===== src/rtl/instr_encoder_if.sv =====
// Load-port bundle for the RV32IM instruction encoder.
// master = program loader, slave = encoder.
interface instr_encoder_if #(
  parameter int ADDR_WIDTH  = 32,
  parameter int COUNT_WIDTH = 16
);
  logic                   START;
  logic [ADDR_WIDTH-1:0]  BASE_ADDR;
  logic                   IN_VALID;
  logic                   IN_READY;
  logic [2:0]             FORMAT;
  logic [6:0]             OPCODE;
  logic [2:0]             FUNCT3;
  logic [6:0]             FUNCT7;
  logic [4:0]             RD;
  logic [4:0]             RS1;
  logic [4:0]             RS2;
  logic [31:0]            IMM;
  logic                   LAST;
  logic                   MEM_WRITE;
  logic [ADDR_WIDTH-1:0]  MEM_ADDR;
  logic [31:0]            MEM_WRITEDATA;
  logic                   MEM_BUSYWAIT;
  logic [COUNT_WIDTH-1:0] COUNT;
  logic                   ERROR;
  logic                   DONE;

  modport master (
    output START, BASE_ADDR, IN_VALID,
    output FORMAT, OPCODE, FUNCT3, FUNCT7,
    output RD, RS1, RS2, IMM, LAST,
    output MEM_BUSYWAIT,
    input  IN_READY, MEM_WRITE, MEM_ADDR,
    input  MEM_WRITEDATA, COUNT, ERROR, DONE
  );

  modport slave (
    input  START, BASE_ADDR, IN_VALID,
    input  FORMAT, OPCODE, FUNCT3, FUNCT7,
    input  RD, RS1, RS2, IMM, LAST,
    input  MEM_BUSYWAIT,
    output IN_READY, MEM_WRITE, MEM_ADDR,
    output MEM_WRITEDATA, COUNT, ERROR, DONE
  );
endinterface


===== src/rtl/instr_encoder.sv =====
// Packs RV32IM field bundles into instruction words and
// streams them into instruction memory at consecutive addresses.
module instr_encoder #(
  parameter int ADDR_WIDTH  = 32,
  parameter int COUNT_WIDTH = 16
) (
  input  logic            CLK,
  input  logic            RESET,
  instr_encoder_if.slave  bus
);

  typedef enum logic [2:0] {
    IDLE,
    FILL,
    ENCODE,
    WRITE,
    FINISH
  } state_t;

  typedef struct packed {
    logic [2:0]  fmt;
    logic [6:0]  op;
    logic [2:0]  f3;
    logic [6:0]  f7;
    logic [4:0]  rd;
    logic [4:0]  rs1;
    logic [4:0]  rs2;
    logic [31:0] imm;
    logic        last;
  } fields_t;

  localparam logic [2:0] FMT_R = 3'd0;
  localparam logic [2:0] FMT_I = 3'd1;
  localparam logic [2:0] FMT_S = 3'd2;
  localparam logic [2:0] FMT_B = 3'd3;
  localparam logic [2:0] FMT_U = 3'd4;
  localparam logic [2:0] FMT_J = 3'd5;

  state_t                 state_q, state_d;
  fields_t                fld_q, fld_d;
  logic [ADDR_WIDTH-1:0]  addr_q, addr_d;
  logic [COUNT_WIDTH-1:0] count_q, count_d;
  logic [31:0]            wdata_q, wdata_d;
  logic                   err_q, err_d;

  logic [31:0] word;
  logic        legal;
  logic        is_shift;
  logic        fits12;
  logic        fits_b;
  logic        fits_j;

  // Word assembly and legality checks on the captured bundle
  always_comb begin
    word     = '0;
    is_shift = (fld_q.op == 7'b0010011) &&
               ((fld_q.f3 == 3'b001) ||
                (fld_q.f3 == 3'b101));
    // An immediate fits N signed bits when all bits
    // above the sign bit copy it.
    fits12   = (fld_q.imm[31:11] == '0) ||
               (fld_q.imm[31:11] == '1);
    fits_b   = ((fld_q.imm[31:12] == '0) ||
                (fld_q.imm[31:12] == '1)) &&
               !fld_q.imm[0];
    fits_j   = ((fld_q.imm[31:20] == '0) ||
                (fld_q.imm[31:20] == '1)) &&
               !fld_q.imm[0];
    legal    = (fld_q.op[1:0] == 2'b11);
    unique case (fld_q.fmt)
      FMT_R: begin
        word = {fld_q.f7, fld_q.rs2, fld_q.rs1,
                fld_q.f3, fld_q.rd, fld_q.op};
      end
      FMT_I: begin
        if (is_shift) begin
          word  = {fld_q.f7, fld_q.imm[4:0],
                   fld_q.rs1, fld_q.f3,
                   fld_q.rd, fld_q.op};
          legal = legal &&
                  (fld_q.imm[31:5] == '0);
        end else begin
          word  = {fld_q.imm[11:0], fld_q.rs1,
                   fld_q.f3, fld_q.rd, fld_q.op};
          legal = legal && fits12;
        end
      end
      FMT_S: begin
        word  = {fld_q.imm[11:5], fld_q.rs2,
                 fld_q.rs1, fld_q.f3,
                 fld_q.imm[4:0], fld_q.op};
        legal = legal && fits12;
      end
      FMT_B: begin
        word  = {fld_q.imm[12], fld_q.imm[10:5],
                 fld_q.rs2, fld_q.rs1, fld_q.f3,
                 fld_q.imm[4:1], fld_q.imm[11],
                 fld_q.op};
        legal = legal && fits_b;
      end
      FMT_U: begin
        word  = {fld_q.imm[31:12], fld_q.rd,
                 fld_q.op};
        legal = legal &&
                (fld_q.imm[11:0] == '0);
      end
      FMT_J: begin
        word  = {fld_q.imm[20], fld_q.imm[10:1],
                 fld_q.imm[11], fld_q.imm[19:12],
                 fld_q.rd, fld_q.op};
        legal = legal && fits_j;
      end
      default: begin
        legal = 1'b0;
      end
    endcase
  end

  // Session sequencing: next state and register updates
  always_comb begin
    state_d = state_q;
    fld_d   = fld_q;
    addr_d  = addr_q;
    count_d = count_q;
    wdata_d = wdata_q;
    err_d   = 1'b0;
    unique case (state_q)
      IDLE: begin
        if (bus.START) begin
          addr_d  = bus.BASE_ADDR;
          count_d = '0;
          state_d = FILL;
        end
      end
      FILL: begin
        if (bus.IN_VALID) begin
          fld_d.fmt  = bus.FORMAT;
          fld_d.op   = bus.OPCODE;
          fld_d.f3   = bus.FUNCT3;
          fld_d.f7   = bus.FUNCT7;
          fld_d.rd   = bus.RD;
          fld_d.rs1  = bus.RS1;
          fld_d.rs2  = bus.RS2;
          fld_d.imm  = bus.IMM;
          fld_d.last = bus.LAST;
          state_d    = ENCODE;
        end
      end
      ENCODE: begin
        if (legal) begin
          wdata_d = word;
          state_d = WRITE;
        end else begin
          err_d   = 1'b1;
          state_d = fld_q.last ? FINISH : FILL;
        end
      end
      WRITE: begin
        if (!bus.MEM_BUSYWAIT) begin
          addr_d  = addr_q + ADDR_WIDTH'(4);
          count_d = count_q + COUNT_WIDTH'(1);
          state_d = fld_q.last ? FINISH : FILL;
        end
      end
      FINISH: begin
        state_d = IDLE;
      end
      default: begin
        state_d = IDLE;
      end
    endcase
  end

  // State and datapath registers
  always_ff @(posedge CLK or posedge RESET) begin
    if (RESET) begin
      state_q <= IDLE;
      fld_q   <= '0;
      addr_q  <= '0;
      count_q <= '0;
      wdata_q <= '0;
      err_q   <= 1'b0;
    end else begin
      state_q <= state_d;
      fld_q   <= fld_d;
      addr_q  <= addr_d;
      count_q <= count_d;
      wdata_q <= wdata_d;
      err_q   <= err_d;
    end
  end

  assign bus.IN_READY      = (state_q == FILL);
  assign bus.MEM_WRITE     = (state_q == WRITE);
  assign bus.MEM_ADDR      = addr_q;
  assign bus.MEM_WRITEDATA = wdata_q;
  assign bus.COUNT         = count_q;
  assign bus.ERROR         = err_q;
  assign bus.DONE          = (state_q == FINISH);

endmodule


===== src/flat_wrapper.sv =====
// flat-port wrapper written by rule: the top's interface ports become plain ports
module instr_encoder_flat 
#(
  parameter int ADDR_WIDTH  = 32,
  parameter int COUNT_WIDTH = 16
)
  (CLK, RESET, bus_START, bus_BASE_ADDR, bus_IN_VALID, bus_FORMAT, bus_OPCODE, bus_FUNCT3, bus_FUNCT7, bus_RD, bus_RS1, bus_RS2, bus_IMM, bus_LAST, bus_MEM_BUSYWAIT, bus_IN_READY, bus_MEM_WRITE, bus_MEM_ADDR, bus_MEM_WRITEDATA, bus_COUNT, bus_ERROR, bus_DONE);
  instr_encoder_if #(.ADDR_WIDTH(ADDR_WIDTH), .COUNT_WIDTH(COUNT_WIDTH)) bus_i ();
  input  logic CLK;
  input  logic RESET;
  input wire logic [$bits(bus_i.START)-1:0] bus_START;
  input wire logic [$bits(bus_i.BASE_ADDR)-1:0] bus_BASE_ADDR;
  input wire logic [$bits(bus_i.IN_VALID)-1:0] bus_IN_VALID;
  input wire logic [$bits(bus_i.FORMAT)-1:0] bus_FORMAT;
  input wire logic [$bits(bus_i.OPCODE)-1:0] bus_OPCODE;
  input wire logic [$bits(bus_i.FUNCT3)-1:0] bus_FUNCT3;
  input wire logic [$bits(bus_i.FUNCT7)-1:0] bus_FUNCT7;
  input wire logic [$bits(bus_i.RD)-1:0] bus_RD;
  input wire logic [$bits(bus_i.RS1)-1:0] bus_RS1;
  input wire logic [$bits(bus_i.RS2)-1:0] bus_RS2;
  input wire logic [$bits(bus_i.IMM)-1:0] bus_IMM;
  input wire logic [$bits(bus_i.LAST)-1:0] bus_LAST;
  input wire logic [$bits(bus_i.MEM_BUSYWAIT)-1:0] bus_MEM_BUSYWAIT;
  output wire logic [$bits(bus_i.IN_READY)-1:0] bus_IN_READY;
  output wire logic [$bits(bus_i.MEM_WRITE)-1:0] bus_MEM_WRITE;
  output wire logic [$bits(bus_i.MEM_ADDR)-1:0] bus_MEM_ADDR;
  output wire logic [$bits(bus_i.MEM_WRITEDATA)-1:0] bus_MEM_WRITEDATA;
  output wire logic [$bits(bus_i.COUNT)-1:0] bus_COUNT;
  output wire logic [$bits(bus_i.ERROR)-1:0] bus_ERROR;
  output wire logic [$bits(bus_i.DONE)-1:0] bus_DONE;
  assign bus_i.START = bus_START;
  assign bus_i.BASE_ADDR = bus_BASE_ADDR;
  assign bus_i.IN_VALID = bus_IN_VALID;
  assign bus_i.FORMAT = bus_FORMAT;
  assign bus_i.OPCODE = bus_OPCODE;
  assign bus_i.FUNCT3 = bus_FUNCT3;
  assign bus_i.FUNCT7 = bus_FUNCT7;
  assign bus_i.RD = bus_RD;
  assign bus_i.RS1 = bus_RS1;
  assign bus_i.RS2 = bus_RS2;
  assign bus_i.IMM = bus_IMM;
  assign bus_i.LAST = bus_LAST;
  assign bus_i.MEM_BUSYWAIT = bus_MEM_BUSYWAIT;
  assign bus_IN_READY = bus_i.IN_READY;
  assign bus_MEM_WRITE = bus_i.MEM_WRITE;
  assign bus_MEM_ADDR = bus_i.MEM_ADDR;
  assign bus_MEM_WRITEDATA = bus_i.MEM_WRITEDATA;
  assign bus_COUNT = bus_i.COUNT;
  assign bus_ERROR = bus_i.ERROR;
  assign bus_DONE = bus_i.DONE;
  instr_encoder #(.ADDR_WIDTH(ADDR_WIDTH), .COUNT_WIDTH(COUNT_WIDTH)) u_core (.CLK(CLK), .RESET(RESET), .bus(bus_i));
endmodule

===== config.mk =====
export PLATFORM = sky130hd
export DESIGN_NAME = instr_encoder_flat
export DESIGN_NICKNAME = d
export VERILOG_FILES = /design/src/rtl/instr_encoder_if.sv /design/src/rtl/instr_encoder.sv /design/src/flat_wrapper.sv
export SDC_FILE = /design/constraint.sdc
export NUM_CORES = 1
export LEC_CHECK = 0
export CORE_ASPECT_RATIO = 1.75
export CORE_MARGIN = 2
export CORE_UTILIZATION = 50
export DETAILED_ROUTE_END_ITERATION = 10
export GPL_ROUTABILITY_DRIVEN = 0
export PLACE_DENSITY = 0.8
export SLEW_MARGIN = 25
export SYNTH_ARGS = -nofsm -noshare
export SYNTH_HDL_FRONTEND = slang
export SYNTH_SLANG_ARGS = --single-unit

===== constraint.sdc =====
create_clock -name CLK -period 12.25 [get_ports CLK]
set_input_delay 1.225 -clock CLK [delete_from_list [all_inputs] [get_ports CLK]]
set_output_delay 1.225 -clock CLK [all_outputs]
set_load 0.01 [all_outputs]

## After elaboration in Yosys (flattened, before gate mapping)

Cells that the tools add are included.

- Bits in registers: 152
- Bits of input ports: 105
- Output and inout port bits: 84
- Word-level logic and storage cells: 78

- $add $sub $neg: 2
- Equal/unequal tests: 19
- Multiplexer cells: 18
- Reductions and logical operators: 25

Operator list:

| cell | number |
|---|---|
| 32-bit case mux with 6 select lines | 1 |
| 32-bit 2-to-1 mux | 3 |
| 32-bit case mux with 2 select lines | 1 |
| 32-bit by 3-bit adder with 32-bit output, second input constant | 1 |
| 16-bit 2-to-1 mux | 2 |
| 16-bit case mux with 2 select lines | 1 |
| 27-bit zero test | 1 |
| 12-bit zero test | 2 |
| 21-bit == test, second input constant | 1 |
| 21-bit zero test | 1 |
| 20-bit == test, second input constant | 1 |
| 20-bit zero test | 1 |
| 16-bit by 1-bit adder with 16-bit output, second input constant | 1 |
| 3-bit 2-to-1 mux | 5 |
| 12-bit == test, second input constant | 1 |
| 3-bit by 2-bit == test with 1-bit output, second input constant | 4 |
| 3-bit == test, second input constant | 4 |
| 3-bit case mux with 4 select lines | 1 |
| 3-bit by 1-bit == test with 1-bit output, second input constant | 3 |
| 1-bit logical AND | 8 |
| 7-bit by 5-bit == test with 1-bit output, second input constant | 1 |
| 3-bit zero test | 2 |
| 2-bit != test, second input constant | 3 |
| 1-bit case mux with 6 select lines | 1 |
| 7 further kinds | 14 |

## Logic depth before layout (Yosys ltp)

Gate-level depths: netlist of run 1.

- Word-level depth: 7
- Depth in mapped cells: 9
- Depth with buffers taken out: 7

## Worst setup path before layout of run 1

No wires, ideal clock.

- Path type: input port to flip-flop
- From: input port bus_START
- To: register u_core.count_q[13], in the netlist u_core.bus.COUNT[13]
- Setup time: 132 ps
- Data arrival time: 2736 ps
- Setup slack: 9382 ps
- Stages: 6
- Buffers on the path: 0
- Cell sequence: or3b_1 a21oi_1 nand4_2 or4_1 xor2_1 nor2_1

- Word-level cells in the longest chain between the ends: 2

RTL lines:

| item | RTL line | source |
|---|---|---|
| start, declared | flat_wrapper.sv:11 | `input wire logic [$bits(bus_i.START)-1:0] bus_START;` |
| 2-bit != test (no source line) | - |  |
| 3-bit AND reduction (no source line) | - |  |
| end signal, assigned | instr_encoder.sv:187 | `count_q <= count_d;` |
| end, declared | instr_encoder.sv:42 | `logic [COUNT_WIDTH-1:0] count_q, count_d;` |

Every way passes these cells.
A chain may end at the register's enable or synchronous reset.

## Final worst setup path of run 1

- From: register u_core.state_q[1]
- To: output port bus_MEM_WRITE

- Word-level cells in the longest chain between the ends: 1

RTL lines:

| item | RTL line | source |
|---|---|---|
| start, declared | instr_encoder.sv:39 | `state_t state_q, state_d;` |
| start signal, assigned | instr_encoder.sv:184 | `state_q <= state_d;` |
| 3-bit by 2-bit == test with 1-bit output | instr_encoder.sv:194 | `assign bus.MEM_WRITE = (state_q == WRITE);` |
| end, declared | flat_wrapper.sv:25 | `output wire logic [$bits(bus_i.MEM_WRITE)-1:0] bus_MEM_WRITE;` |

Every way passes these cells.

==> flow_summary.ini, run 1 <==
[setup_path]
r2r_start = u_core.fld_q[67]
arrival_ps = 2660
worst_setup_path_start_kind = flop
crit_buf_inv = 2
r2r-end = u_core.bus.MEM_WRITEDATA[6]
critical_path.max_fanout = 31
slowest_delay_ps = 630
reg2reg_depth = 7
required_ps = 11020
path_class = flop to output port
path_cells = nor2b_1 > nand2_1 > inv_2 > clkdlybuf4s50_1
rrSetupSlack_ps = 8890
cp_slowest_cell = clkdlybuf4s50_1
critical_path.top_delay_family = buffers and inverters
worst_setup_path_end_kind = output port

[synth]
synthXorXnorAreaFrac_pct = 1.39
synthAdderAreaFrac_pct = 0.331
synth_simple_gate_area_share_pct = 16.2
synth_edf_count = 0
syn_avg_cell_area_um2 = 10.4
synth_cell_types = 56
synth_ff_type = dfrtp_1
synthesis.instances = 725
syn_area_um2 = 7550
ys_seq_area_share_pct = 50.4
synth_compound_area_share_pct = 11.8
syn-num-nets = 832
synth_async_sr_flop_share_pct = 100
synth_top_family_by_area = multiplexers
ys_warn_count = 0
synthMuxAreaShare_pct = 16.3
ys_ff_latch = 152

[global_route]
grt_pass1_vias = 6257
grt_max_degree = 104
busiest_layer = met2
gr-usage-met2_pct = 43.6
use_met1_pct = 28.8
grt_pass1_wl_mm = 31.8
grt_util_all_layers_pct = 24.5
grt-ovfl-total = 0
antenna_found_initial = 0
grt_use_met3_pct = 4.53

[sta]
fin_crit_sh_pct = 31.7
max-slew-margin-rel_pct = 36.6
timing.final.ws_setup_ps = 8370
whs_ps = 471
rsz0062_at_grt = no
fmax_ghz = 0.258
fin_tns_setup_ps = 0
hold_viol = 0
setup_viol = 0
skew_ps = 10.4
final_max_slew_viol_count = 0
min_period_ps = 3880
worstMarginPinSlew_ps = 952

[placed_design]
portBuffers = 188
dpl.hpwl_mm = 14.1
place_ws_ps = 8450

[floorplanning]
fp.dieH_um = 167
initial_core_util_pct = 50.9
dieWidth_um = 96.9
core_um2 = 14800
dieArea_um2 = 16100
fp-row-count = 59
ios = 189

[clock_tree]
cts_tree = yes
postCtsHoldBufs = 0
clockBufferDepth = 2
cts_buffers = 17
worstSkewPairLatency_ps = 420
clk_pin_slew_ps = 70
ctsResizeCount = 0
cts_sinks = 152
ctsRootBufferMaster = clkbuf_16
htree_levels = 4
post_cts_buffers = 0

[finish]
fillers = 1116
nNetsFinal = 1006
synthToLayoutAreaGrowth_pct = 34.0
antenna_cells = 0
drive_gt1_share_pct = 13.9

[worst_hold_path]
whs_path_depth = 1
hold_class = flop to flop
hold_path_end = u_core.bus.MEM_WRITEDATA[1]
hold_start = u_core.bus.MEM_WRITEDATA[1]

[pwr]
powerDensity_nw_per_um2 = 241
vdd_drop_max_mv = 0.151
p_leak_uw = 0.00430

[routing]
drtIter0Drc = 319
num_vias = 6311
wirelength_mm = 19.7
drc = 0
detail-route-antenna-nets = 0
via_per_inst = 5.77
dr.pass1.iters = 5
wire_per_inst_um = 18.0

[run_status]
status = completed

[run]
maxCapViolations = 0
## metrics by stage
step | power (µW) | std cells | cell area (µm²) | util, %
finish | 2430 | 1094 | 10100 | 68.2
global route | 2580 | 1094 | 10100 | 68.2
CTS | 2440 | 1093 | 10100 | 68.0
detailed placement | 1930 | 1062 | 9520 | 64.2
global placement | 1900 | 1062 | 9520 | 64.2
floorplan | 1510 | 725 | 7550 | -
## cell type report
type                       count  area (µm²)  share of cell area, %
inverter                      22        87.6                  0.866
timing repair buffer         194        1950                   19.2
clock inverter                14         140                   1.39
sequential                   152        3800                   37.6
clock buffer                  17         425                   4.21
multi-input combinational    512        3480                   34.4
tap                          183         229                   2.26
## cell usage in the layout (no fill, tap or decap), types with 8 or more instances in the layout
| cell | count |
|---|---|
| nand3_1 | 26 |
| clkbuf_16 | 17 |
| mux2i_1 | 18 |
| a221o_1 | 9 |
| o21ai_1 | 18 |
| a31oi_1 | 8 |
| a21oi_1 | 29 |
| mux2_2 | 56 |
| mux2_4 | 24 |
| xor2_1 | 8 |
| clkdlybuf4s50_1 | 188 |
| inv_1 | 18 |
| o21ai_0 | 37 |
| dfrtp_1 | 152 |
| a22oi_1 | 15 |
| nand2_1 | 99 |
| nand4_1 | 21 |
| nor2_1 | 41 |
| nor3_1 | 11 |
## power by group
group / total, µW / switching (µW) / internal [µW]
clock network: 506 / 221 / 284
logic: 966 / 443 / 523
registers: 963 / 245 / 717
## cell families (layout without fill, tap and decap cells)
group / Yosys count / in the layout
xor+xnor: 12 / 12
buf+inv: 61 / 247
simple gates: 251 / 251
fa+ha+maj: 2 / 2
mux: 103 / 103
flops: 152 / 152
compound gates: 144 / 144
## worst max path at each step
stage                            startpoint              endpoint  depth (start not counted)
after global placement            bus_START  u_core.bus.COUNT[13]                          8
after CTS                 u_core.state_q[1]         bus_MEM_WRITE                          4
after global routing      u_core.state_q[1]         bus_MEM_WRITE                          4
final                     u_core.state_q[1]         bus_MEM_WRITE                          4
after floorplan                       RESET   u_core.bus.COUNT[0]                          1
after detailed placement          bus_START  u_core.bus.COUNT[13]                          8
## synthesized netlist by cell type, types with 6 or more instances
cell type	count	area share, %
dfrtp_1	152	50
nand2_1	99	4.9
mux2_2	56	8.4
nor2_1	41	2.0
o21ai_0	37	2.5
a21oi_1	30	2.0
clkbuf_1	28	1.4
nand3_1	26	1.7
mux2_4	24	4.8
nand4_1	21	1.7
inv_1	19	0.94
mux2i_1	18	2.4
o21ai_1	18	1.2
a22oi_1	15	1.5
nor3_1	11	0.73
a221o_1	9	1.2
a31oi_1	8	0.66
xor2_1	8	0.93
a21o_1	7	0.70
a32oi_1	7	0.81
nor4_1	7	0.58
nor2b_1	6	0.50
## per-layer routing
metal / vias to the layer above / share of wire, %
met1: 3045 / 38
met3: 42 / 5.7
met2: 263 / 53
li1: 2961 / -
met4: 0 / 3.0
met5: - / 0
## worst reg2reg max path: cells and delay by family, from the launching register on
| kind | cells | cell delay (ps) |
|---|---|---|
| buffers and inverters | 2 | 500 |
| flip-flops | 1 | 960 |
| AND/OR/NAND/NOR | 2 | 710 |
| multiplexers | 1 | 320 |
| AO/OA/AOI/OAI | 2 | 750 |
## flip-flops by register name (all words and copies together) (netlist names)
| signal | flops |
|---|---|
| u_core.bus.COUNT | 16 |
| u_core.bus.ERROR | 1 |
| u_core.bus.MEM_ADDR | 32 |
| u_core.bus.MEM_WRITEDATA | 32 |
| u_core.fld_q | 68 |
| u_core.state_q | 3 |
No activity file was read; power rests on OpenSTA's default activity.
==> run 2, diff against run 1 <==
--- a/config.mk
+++ b/config.mk
@@ -7,10 +7,10 @@
 export LEC_CHECK = 0
 export CORE_ASPECT_RATIO = 1.75
 export CORE_MARGIN = 2
-export CORE_UTILIZATION = 50
+export CORE_UTILIZATION = 45
 export DETAILED_ROUTE_END_ITERATION = 10
 export GPL_ROUTABILITY_DRIVEN = 0
-export PLACE_DENSITY = 0.8
+export PLACE_DENSITY = 0.76
 export SLEW_MARGIN = 25
 export SYNTH_ARGS = -nofsm -noshare
 export SYNTH_HDL_FRONTEND = slang
==> constraint.sdc (replaced) <==
create_clock -name CLK -period 3.1 [get_ports CLK]
set_input_delay 0.31 -clock CLK [delete_from_list [all_inputs] [get_ports CLK]]
set_output_delay 0.31 -clock CLK [all_outputs]
set_load 0.01 [all_outputs]
==> run 2 against run 1 <==
  * Sequential share of layout area fell by 0.91 points
  * Die area rose by 11%
  * Routed wire length increased by 6.5%
  * Largest cell class unchanged
==> flow_summary.ini, run 2 (synthesized netlist as in run 1, its figures left out) <==
[run_status]
status = completed

[sta]
hold_viol = 0
min_period_ps = 2680
final_max_slew_viol_count = 0
fin_crit_sh_pct = 86.3
setup_viol = 0
timing.final.ws_setup_ps = 425
skew_ps = 12.6
worstMarginPinSlew_ps = 851
max-slew-margin-rel_pct = 43.3
rsz0062_at_grt = no
fin_tns_setup_ps = 0
fmax_ghz = 0.374

[clock_tree]
ctsRootBufferMaster = clkbuf_16
cts_sinks = 152
clk_pin_slew_ps = 70
htree_levels = 4
clockBufferDepth = 2
cts_tree = yes
post_cts_buffers = 0
postCtsHoldBufs = 0
worstSkewPairLatency_ps = 420
ctsResizeCount = 0
cts_buffers = 17

[floorplanning]
fp-row-count = 62
initial_core_util_pct = 45.9
dieWidth_um = 102
core_um2 = 16400
ios = 189
fp.dieH_um = 175
dieArea_um2 = 17900

[pwr]
p_sw_uw = 3700
comb_power_share_pct = 40.3
clkPwrFrac_pct = 22.2
p_int_uw = 6310
vdd_drop_max_mv = 0.555
power_uw = 10000
swShare_pct = 36.9
p_leak_uw = 0.00440
seq_power_share_pct = 37.5
powerDensity_nw_per_um2 = 966

[setup_path]
r2r_start = u_core.fld_q[67]
reg2reg_depth = 7
critical_path.max_fanout = 34
crit_start = u_core.fld_q[67]
rrSetupSlack_ps = 420
arrival_ps = 2970
required_ps = 3390
path_class = flop to flop
worst_setup_path_start_kind = flop
cp_slowest_cell = dfrtp_1
worst_setup_path_end_kind = flop
slowest_delay_ps = 600
r2r-end = u_core.bus.MEM_WRITEDATA[5]
path_cells = inv_2 > or4_1 > nor3_2 > a211oi_1 > a311o_2 > buf_12 > mux2_1

[routing]
dr.pass1.iters = 4
drtIter0Drc = 222
via_per_inst = 5.54
wire_per_inst_um = 18.3
wirelength_mm = 21.0
num_vias = 6369
detail-route-antenna-nets = 0
drc = 0

[finish]
largest_reg_flops = 68
final_common_cell = clkdlybuf4s50_1
top_register = u_core.fld_q
antenna_cells = 0
drive_gt1_share_pct = 15.1
synthToLayoutAreaGrowth_pct = 37.3
finalInstanceArea_um2 = 10400
nNetsFinal = 1019
layout_common_cells = clkdlybuf4s50_1 (188), dfrtp_1 (152), nand2_1 (99)

[placed_design]
place_ws_ps = 479
portBuffers = 188
dpl.hpwl_mm = 15.5
placed_area_um2 = 9740

[global_route]
antenna_found_initial = 0
grt_pass1_vias = 6444
grt-ovfl-total = 0
grt_pass1_wl_mm = 33.2
grt_util_all_layers_pct = 23.8
grt_max_degree = 82

[worst_hold_path]
hold_class = input port to asynchronous set/reset pin

[run]
maxCapViolations = 0
[run 2: worst max-delay path by stage]
stage / endpoint / depth (start not counted)
after global placement: u_core.bus.COUNT[13] / 7
after CTS: u_core.bus.MEM_WRITEDATA[5] / 7
final: u_core.bus.MEM_WRITEDATA[5] / 7
after floorplan: u_core.bus.COUNT[0] / 1
after detailed placement: u_core.bus.MEM_WRITEDATA[5] / 7
after global routing: u_core.bus.MEM_WRITEDATA[5] / 7
[run 2: through the flow]
step                      hold WS (ps)  util (%)  std cells
after floorplan                    415         -        725
after detailed placement           460      59.2       1117
after global routing               241      63.0       1149
after global placement             453      59.2       1117
after CTS                          201      63.0       1149
final                              202      63.0       1149
[run 2: area by class of cell]
cell class	instances	area, µm²
clock buffers	19	443
clock inverters	13	184
fillers	1368	6080
inverters	22	86.3
multi-input cells	512	3480
flip-flops and latches	152	3800
well taps	224	280
repair buffers	207	2090
[run 2: metal layers]
layer | up-vias | global-route usage [%] | wire, µm
met2 | 240 | 41.8 | 11200
met3 | 59 | 3.78 | 1050
li1 | 2978 | - | -
met1 | 3092 | 27.4 | 7820
met5 | - | 0 | 0
met4 | 0 | 12.2 | 944
[run 2: power groups by stage]
stage	sequential, µW	clock [µW]	combinational, µW
after floorplan	3630	0	2350
after global routing	3870	2340	4390
after detailed placement	3770	0	4040
after global placement	3740	0	3940
final	3760	2220	4030
after CTS	3740	2260	4070
[run 2: worst max-delay path, delay by kind of cell, from the launching register on]
kind	cells	cell delay, ps
AOI/OAI and AO/OA	2	530
DFF	1	600
and+or+nand+nor	2	690
buffers and inverters	2	380
muxes	1	340
==> run 3, diff against run 2 <==
--- a/config.mk
+++ b/config.mk
@@ -11,7 +11,6 @@
 export DETAILED_ROUTE_END_ITERATION = 10
 export GPL_ROUTABILITY_DRIVEN = 0
 export PLACE_DENSITY = 0.76
-export SLEW_MARGIN = 25
 export SYNTH_ARGS = -nofsm -noshare
 export SYNTH_HDL_FRONTEND = slang
 export SYNTH_SLANG_ARGS = --single-unit
==> results of run 3 <==
Same layout as run 2: the final DEF is identical, and so are final timing and power.
